==> src/rtl/cia_timer_pkg.sv <==
// Shared constants for the CIA-class interval timer bank:
// control-register bit positions, count-source encodings and register map.
package cia_timer_pkg;

    // Control register bit positions
    localparam int CR_START      = 0;
    localparam int CR_OUT_EN     = 1;
    localparam int CR_TOGGLE     = 2;
    localparam int CR_ONESHOT    = 3;
    localparam int CR_FORCE_LOAD = 4;
    localparam int CR_SRC_LO     = 5;
    localparam int CR_SRC_HI     = 6;

    // Bits kept in the CR flop; FORCE_LOAD and bit 7 always read 0
    localparam logic [7:0] CR_KEEP = 8'h6F;

    typedef enum logic [1:0] {
        SRC_PHI2      = 2'b00,
        SRC_CNT       = 2'b01,
        SRC_CHAIN     = 2'b10,
        SRC_CHAIN_CNT = 2'b11
    } src_e;

    // Register map
    localparam logic [5:0] ICR_ADDR  = 6'h3E;
    localparam int         CH_STRIDE = 8;
    localparam logic [2:0] CR_OFS    = 3'd4;

endpackage

==> src/rtl/cia_timer_channel.sv <==
// One timer channel: reload latch, down-counter, control register,
// one-shot handling and pulse/toggle output flop.
// Ports: clk/reset/phi2; lat_we (per latch byte), cr_we, wdata from the bus;
// cnt_rise/cnt_lvl from the count input; chain_in = underflow of the
// previous channel; count/cr_rd for readback; uf (combinational underflow);
// tmr_out.
module cia_timer_channel
    import cia_timer_pkg::*;
#(
    parameter int WIDTH = 16
) (
    input  logic               clk,
    input  logic               reset,
    input  logic               phi2,
    input  logic [WIDTH/8-1:0] lat_we,
    input  logic               cr_we,
    input  logic [7:0]         wdata,
    input  logic               cnt_rise,
    input  logic               cnt_lvl,
    input  logic               chain_in,
    output logic [WIDTH-1:0]   count,
    output logic [7:0]         cr_rd,
    output logic               uf,
    output logic               tmr_out
);

    localparam int NB = WIDTH / 8;

    logic [WIDTH-1:0] latch;
    logic [WIDTH-1:0] lat_nx;
    logic [WIDTH-1:0] cnt_nx;
    logic [7:0]       cr;
    logic             fl_pend;
    logic             load_now;
    logic             src_ok;
    logic             tick;
    logic             tgl;
    logic             pls;
    src_e             src;

    assign src = src_e'(cr[CR_SRC_HI:CR_SRC_LO]);

    always_comb begin
        src_ok = 1'b0;
        unique case (src)
            SRC_PHI2:      src_ok = 1'b1;
            SRC_CNT:       src_ok = cnt_rise;
            SRC_CHAIN:     src_ok = chain_in;
            SRC_CHAIN_CNT: src_ok = chain_in & cnt_lvl;
        endcase
    end

    // A pending force-load takes the phi2 and suppresses the tick
    assign load_now = phi2 & (fl_pend | (cr_we & wdata[CR_FORCE_LOAD]));
    assign tick     = phi2 & cr[CR_START] & src_ok & ~load_now;
    assign uf       = tick & (count == '0);

    // Latch value including this clk's byte writes, so a reload on the
    // same phi2 picks up freshly written bytes
    always_comb begin
        lat_nx = latch;
        for (int b = 0; b < NB; b++) begin
            if (lat_we[b]) lat_nx[8*b +: 8] = wdata;
        end
    end

    always_comb begin
        cnt_nx = count;
        if (load_now || (lat_we[NB-1] && !cr[CR_START])) begin
            cnt_nx = lat_nx;
        end else if (uf) begin
            cnt_nx = lat_nx;
        end else if (tick) begin
            cnt_nx = count - WIDTH'(1);
        end
    end

    always_ff @(posedge clk or posedge reset) begin
        if (reset) begin
            latch   <= '1;
            count   <= '1;
            cr      <= '0;
            fl_pend <= 1'b0;
            tgl     <= 1'b0;
            pls     <= 1'b0;
        end else begin
            latch <= lat_nx;
            count <= cnt_nx;
            if (cr_we) begin
                cr <= wdata & CR_KEEP;
            end else if (uf && cr[CR_ONESHOT]) begin
                cr[CR_START] <= 1'b0;
            end
            if (load_now) begin
                fl_pend <= 1'b0;
            end else if (cr_we && wdata[CR_FORCE_LOAD]) begin
                fl_pend <= 1'b1;
            end
            if (cr_we && wdata[CR_START] && !cr[CR_START]) begin
                tgl <= 1'b1;
            end else if (uf) begin
                tgl <= ~tgl;
            end
            if (phi2) pls <= uf;
        end
    end

    assign cr_rd   = cr;
    assign tmr_out = cr[CR_OUT_EN] & (cr[CR_TOGGLE] ? tgl : pls);

endmodule

==> src/rtl/cia_timer_bank.sv <==
// Bank of NUM_TIMERS cascadable interval timers on the 8-bit peripheral bus.
// Ports: clk, reset (async, active high), phi2 enable; cs_n/rw/rs/db_in/db_out
// bus; cnt_in external count; tmr_out per channel; irq_n shared interrupt.
module cia_timer_bank
    import cia_timer_pkg::*;
#(
    parameter int NUM_TIMERS = 4,
    parameter int WIDTH      = 16
) (
    input  logic                  clk,
    input  logic                  reset,
    input  logic                  phi2,
    input  logic                  cs_n,
    input  logic                  rw,
    input  logic [5:0]            rs,
    input  logic [7:0]            db_in,
    output logic [7:0]            db_out,
    input  logic                  cnt_in,
    output logic [NUM_TIMERS-1:0] tmr_out,
    output logic                  irq_n
);

    localparam int NB = WIDTH / 8;

    logic                  bus_wr;
    logic                  bus_rd;
    logic                  icr_hit;
    logic [2:0]            ch_idx;
    logic [2:0]            ofs;
    logic                  cnt_q;
    logic                  cnt_rise;
    logic [NUM_TIMERS-1:0] uf;
    logic [NUM_TIMERS-1:0] mask;
    logic [NUM_TIMERS-1:0] status;
    logic [WIDTH-1:0]      count [NUM_TIMERS];
    logic [7:0]            cr_rd [NUM_TIMERS];
    logic                  clr_pend;
    logic                  clr_now;
    logic                  irq_q;
    logic [7:0]            rdata;

    assign bus_wr  = ~cs_n & ~rw;
    assign bus_rd  = ~cs_n & rw;
    assign icr_hit = (rs == ICR_ADDR);
    assign ch_idx  = 3'(rs / 6'(CH_STRIDE));
    assign ofs     = 3'(rs % 6'(CH_STRIDE));

    // cnt_in is only looked at on phi2
    assign cnt_rise = phi2 & cnt_in & ~cnt_q;

    for (genvar i = 0; i < NUM_TIMERS; i++) begin : g_ch
        logic          hit;
        logic [NB-1:0] lat_we;
        logic          chain_i;
        logic          uf_o;

        assign hit = bus_wr && (ch_idx == 3'(i));

        for (genvar b = 0; b < NB; b++) begin : g_b
            assign lat_we[b] = hit && (ofs == 3'(b));
        end

        // Channel 0 has no predecessor, so chained sources never tick
        if (i == 0) begin : g_first
            assign chain_i = 1'b0;
        end else begin : g_next
            assign chain_i = g_ch[i-1].uf_o;
        end

        cia_timer_channel #(
            .WIDTH(WIDTH)
        ) u_ch (
            .clk      (clk),
            .reset    (reset),
            .phi2     (phi2),
            .lat_we   (lat_we),
            .cr_we    (hit && (ofs == CR_OFS)),
            .wdata    (db_in),
            .cnt_rise (cnt_rise),
            .cnt_lvl  (cnt_in),
            .chain_in (chain_i),
            .count    (count[i]),
            .cr_rd    (cr_rd[i]),
            .uf       (uf_o),
            .tmr_out  (tmr_out[i])
        );

        assign uf[i] = uf_o;
    end

    always_comb begin
        rdata = '0;
        if (icr_hit) begin
            rdata    = 8'(status);
            rdata[7] = irq_q;
        end else begin
            for (int i = 0; i < NUM_TIMERS; i++) begin
                if (ch_idx == 3'(i)) begin
                    if (ofs == CR_OFS) begin
                        rdata = cr_rd[i];
                    end else begin
                        for (int b = 0; b < NB; b++) begin
                            if (ofs == 3'(b)) rdata = count[i][8*b +: 8];
                        end
                    end
                end
            end
        end
    end

    // An ICR read arms a clear that fires on the next phi2; an underflow
    // on that same phi2 survives the clear
    assign clr_now = phi2 & clr_pend;

    always_ff @(posedge clk or posedge reset) begin
        if (reset) begin
            db_out   <= '0;
            cnt_q    <= 1'b0;
            mask     <= '0;
            status   <= '0;
            clr_pend <= 1'b0;
            irq_q    <= 1'b0;
        end else begin
            if (bus_rd) db_out <= rdata;
            if (phi2) cnt_q <= cnt_in;
            if (bus_wr && icr_hit) begin
                if (db_in[7]) mask <= mask | db_in[NUM_TIMERS-1:0];
                else          mask <= mask & ~db_in[NUM_TIMERS-1:0];
            end
            status <= clr_now ? uf : (status | uf);
            if (bus_rd && icr_hit) clr_pend <= 1'b1;
            else if (phi2)         clr_pend <= 1'b0;
            irq_q <= clr_now ? 1'b0 : (irq_q | (|(status & mask)));
        end
    end

    assign irq_n = ~irq_q;

endmodule

==> config.mk <==
export PLATFORM = sky130hd
export DESIGN_NAME = cia_timer_bank
export DESIGN_NICKNAME = d
export VERILOG_FILES = /design/src/rtl/cia_timer_pkg.sv /design/src/rtl/cia_timer_channel.sv /design/src/rtl/cia_timer_bank.sv
export SDC_FILE = /design/constraint.sdc
export NUM_CORES = 1
export LEC_CHECK = 0
export BUFFER_PORTS_ARGS = -buffer_cell sky130_fd_sc_hd__buf_2
export CORE_ASPECT_RATIO = 1.5
export CORE_UTILIZATION = 53
export CTS_CLUSTER_SIZE = 40
export DETAILED_ROUTE_END_ITERATION = 16
export PLACE_DENSITY = 0.75
export SETUP_SLACK_MARGIN = 0.1
export SLEW_MARGIN = 5
export SYNTH_ARGS = -nofsm -noshare
export SYNTH_HDL_FRONTEND = slang
export SYNTH_SLANG_ARGS = --single-unit
export TNS_END_PERCENT = 100
==> constraint.sdc <==
create_clock -name clk -period 6.6 [get_ports clk]
set_input_delay 1.32 -clock clk [delete_from_list [all_inputs] [get_ports clk]]
set_output_delay 1.32 -clock clk [all_outputs]
set_load 0.005 [all_outputs]
==> results.md <==
Timing:
- The number of pins exceeding their max-slew limit in the final report is 0.
- Setup repair after global routing left no endpoint under its margin.
- The worst-case headroom to the max-slew limit is 31.3%.
- The shortest period the worst path allows is 4040 ps.
- The hold slack is 483 ps.
- The maximum clock frequency is 247 MHz.
- The number of failing hold endpoints at the final stage is 0.
- The worst-case clock skew is 12.8 ps.
- Setup violations remaining at the end of the flow were counted as 0.
- The final clock period utilization by the worst path is 61.3%.
- The setup TNS is 0 ps.
- At the pin with the least slew margin, the transition time is 1020 ps.

Die:
- The standard-cell row count is 62.
- In this run the horizontal extent of the chip is 117 um.
- The die covers 20,300 um2.
- For this configuration, the core starts out at a cell density of 54.4%.
- In this run the standard cell core region covers 19,200 um2.
- The die extent in y is 174 um.
- During I/O placement, the number of pins put on the boundary was 33.

GRT:
- Across every metal layer, demand over resource in global routing totals 31.1%.
- The initial antenna violation count is 0.
- The number of global-route vias before repair is 8,654.
- Entering global routing, the biggest net connects 92 pins.
- The first-pass GRT wire length is 47,700 um.
- Summed over all layers, the global routing overflow is 0.

Logic synthesis:
- Synthesis produced a netlist whose cell count is 1,058.
- For this run, the number of Yosys warnings is 0.
- The share of async-settable or async-resettable flops after synthesis is 100%.
- The synthesized netlist contains 80 unique library cells.
- The number of nets in the synthesized netlist is 1,083.
- The post-synthesis sequential element count is 183.
- The synthesized design spends more area on one cell type than any other, namely sky130_fd_sc_hd__dfstp_2.
- The mapped netlist covers 10,500 um2.
- The number of enable-type register cells in the synthesized netlist is 0.
- Of the synthesized area, sequential elements account for 45.3%.
- The average instance area after synthesis is 9.89 um2.
- The predominant post-synthesis flop cell is sky130_fd_sc_hd__dfstp_2.
- Sorting the synthesized cells by area gives the leading types as sky130_fd_sc_hd__dfstp_2, sky130_fd_sc_hd__dfrtp_1, sky130_fd_sc_hd__mux2_2.
- After synthesis, the largest area contributor takes up 32.2% of total cell area.

Status:
- The flow ran to the end, and the final reports show no timing, DRC or antenna violations.

Drt:
- The final wirelength is 29,800 um.
- The routed wirelength normalized by instance count is 22.6 um.
- The number of iterations in the first detailed-routing pass is 6.
- The final routed DRC violation total is 0.
- The average via count per standard cell is 6.54.
- Detailed routing inserted a total of 8,633 vias.
- For this block, the initial DRC count from the detailed router was 870.
- Once detail routing completed, the nets flagged for antenna violations numbered 0.

Worst setup path:
- The worst setup path is launched from an input port.
- The minimum setup slack among reg-to-reg paths is 3020 ps.
- Measured in cells, the most critical reg-to-reg path has a length of 9.
- The top fanout value on the critical path is 30.
- The endpoint arrival time on the critical path is 4410 ps.
- The kind of end point of the critical path is a register.
- The launch point of the worst reg-to-reg path is g_ch[0].u_ch.count[1].
- The category of the critical setup timing path is in2reg.
- The required arrival time at the worst endpoint is 6970 ps.
- The endpoint of the most critical register-to-register path is g_ch[2].u_ch.count[10].

Min path:
- The end of the worst hold path is db_out[3].
- The worst hold path startpoint is db_out[3].
- The hold path depth is 2.
- The class of the worst hold path is reg2reg.

Power:
- The leakage power summed over all cells is 4.79 nW.
- Power comes to 3.25 mW.
- VDD sags by at most 0.000183 V.
- The power per standard cell area is 287 nW/um2.

Layout:
- The library cell used most frequently in the layout, excluding fill and tap cells, is sky130_fd_sc_hd__dfstp_2.
- The area added between synthesis and finish is 8.48%.
- The total area of multi-input combinational cells is 5270 um2.
- Cells with a size suffix above 1 make up 29.0% of the layout.
- The number of diodes added for antenna fixing is 0.
- The sequential cells in the finished layout cover a total of 4740 um2.
- The filler cells instantiated in the layout total 1,709.
- The final core area utilization is 59.0%.
- After the last flow step, the layout net total stands at 1,077.
- The top cell types in the final layout, fill and taps aside, are sky130_fd_sc_hd__dfstp_2, sky130_fd_sc_hd__nand2_1, sky130_fd_sc_hd__o21ai_0.

Clock network:
- At the later pin of the worst-skew pair, clock insertion delay measures 450 ps.
- TritonCTS created 17 clock buffers.
- The number of hold-repair buffers added at the cts stage is 0.
- The number of gates resized after CTS was 0.
- In this run the clock root is driven by a sky130_fd_sc_hd__clkbuf_16.
- The maximum number of buffers from clock root to sink is 2.
- Once the clock tree was built, the setup fixing pass inserted 0 buffers.
- The clock drives 183 sinks.
- The clock slew seen by the registers of the worst setup and hold paths is 70 ps.
- The CTS tree is built.
- The number of H-tree levels is 4.

Placement:
- Port buffering added 32 buffers.
- The global placement routability congestion is 0.944.
- The half-perimeter wire length of the detailed placement result is 20,700 um.

Job:
- Max-cap violations in this run came to 0.
## worst max-delay path by stage
stage	startpoint	to	slack (ps)	cells after the start
floorplan	reset	asynchronous set/reset pin	520	1
global placement	rs[2]	g_ch[2].u_ch.count[7]	2250	9
detailed placement	rs[2]	g_ch[2].u_ch.count[7]	2170	9
CTS	rs[2]	g_ch[2].u_ch.count[7]	2630	9
global route	rs[2]	g_ch[1].u_ch.count[3]	2380	8
finish	rs[2]	g_ch[2].u_ch.count[7]	2560	9
## cells by family after synthesis
kind of cell | Yosys count | synth area share [%]
AOI/OAI and AO/OA | 281 | 18.4
xor gates and xnor gates | 3 | 0.251
adders and majority gates | 5 | 0.598
buffers and inverters | 104 | 4.29
DFF | 183 | 45.3
muxes | 136 | 14.2
and+or+nand+nor | 346 | 17.0
## where the power goes
part / internal [mW] / switching (mW) / total, mW
Sequential: 1.34 / 0.152 / 1.49
Combinational: 0.275 / 0.400 / 0.675
Clock: 0.637 / 0.448 / 1.09
Total: 2.25 / 1.00 / 3.25
## sequential cells by signal, indices dropped and copies added (netlist names), named ones only
name               cells
g_ch.u_ch.latch       64
db_out                 8
irq_q                  1
g_ch.u_ch.tgl          4
clr_pend               1
g_ch.u_ch.pls          4
g_ch.u_ch.cr_rd       24
cnt_q                  1
status                 4
g_ch.u_ch.fl_pend      4
g_ch.u_ch.count       64
## metal layers
layer  routed length [um]  vias to the layer above  track usage [%]  part of all wire (%)
met5                    0                        -                0                     0
met4                 1630                        0             17.5                   5.4
met3                 1660                       98             5.16                   5.6
met2                15100                      342             51.5                    51
met1                11500                     4303             38.0                    38
li1                     -                     3890                -                     -
## synthesized netlist by cell type, types with 13 or more instances
master,instances
sky130_fd_sc_hd__inv_1,36
sky130_fd_sc_hd__nor4_1,13
sky130_fd_sc_hd__mux2_2,83
sky130_fd_sc_hd__o21ai_0,97
sky130_fd_sc_hd__nor3_1,31
sky130_fd_sc_hd__dfstp_2,128
sky130_fd_sc_hd__nor2_1,78
sky130_fd_sc_hd__nand2b_1,19
sky130_fd_sc_hd__dfrtp_1,55
sky130_fd_sc_hd__buf_2,17
sky130_fd_sc_hd__nand3_1,16
sky130_fd_sc_hd__nand2_1,98
sky130_fd_sc_hd__a21oi_1,28
sky130_fd_sc_hd__o22ai_1,21
sky130_fd_sc_hd__clkbuf_1,38
sky130_fd_sc_hd__mux2i_1,49
sky130_fd_sc_hd__o2bb2ai_1,18
sky130_fd_sc_hd__or3_1,16
sky130_fd_sc_hd__a22o_1,16
## metrics by stage
stage,worst slack [ps],cell area (um2),cells
after floorplan,520,10500,1058
after global placement,2250,10700,1289
after detailed placement,2170,10700,1289
after CTS,2630,11300,1321
after global routing,2380,11300,1321
final,2560,11300,1321
## critical path, stage by stage
cell	delay [ps]
sky130_fd_sc_hd__buf_2	430
sky130_fd_sc_hd__nor3b_1	360
sky130_fd_sc_hd__buf_4	230
sky130_fd_sc_hd__nand3_1	150
sky130_fd_sc_hd__and4_1	260
sky130_fd_sc_hd__o2111ai_2	330
sky130_fd_sc_hd__and2_1	740
sky130_fd_sc_hd__mux2_1	390
sky130_fd_sc_hd__o22a_1	200
## area by class of cell
| type | count | share of cell area (%) |
|---|---|---|
| timing repair buffer | 43 | 2.14 |
| clock inverter | 8 | 0.959 |
| tap | 256 | 2.82 |
| clock buffer | 24 | 4.62 |
| sequential | 183 | 41.8 |
| multi-input combinational | 771 | 46.5 |
| inverter | 36 | 1.23 |
Power figures use the tool's default switching activity.
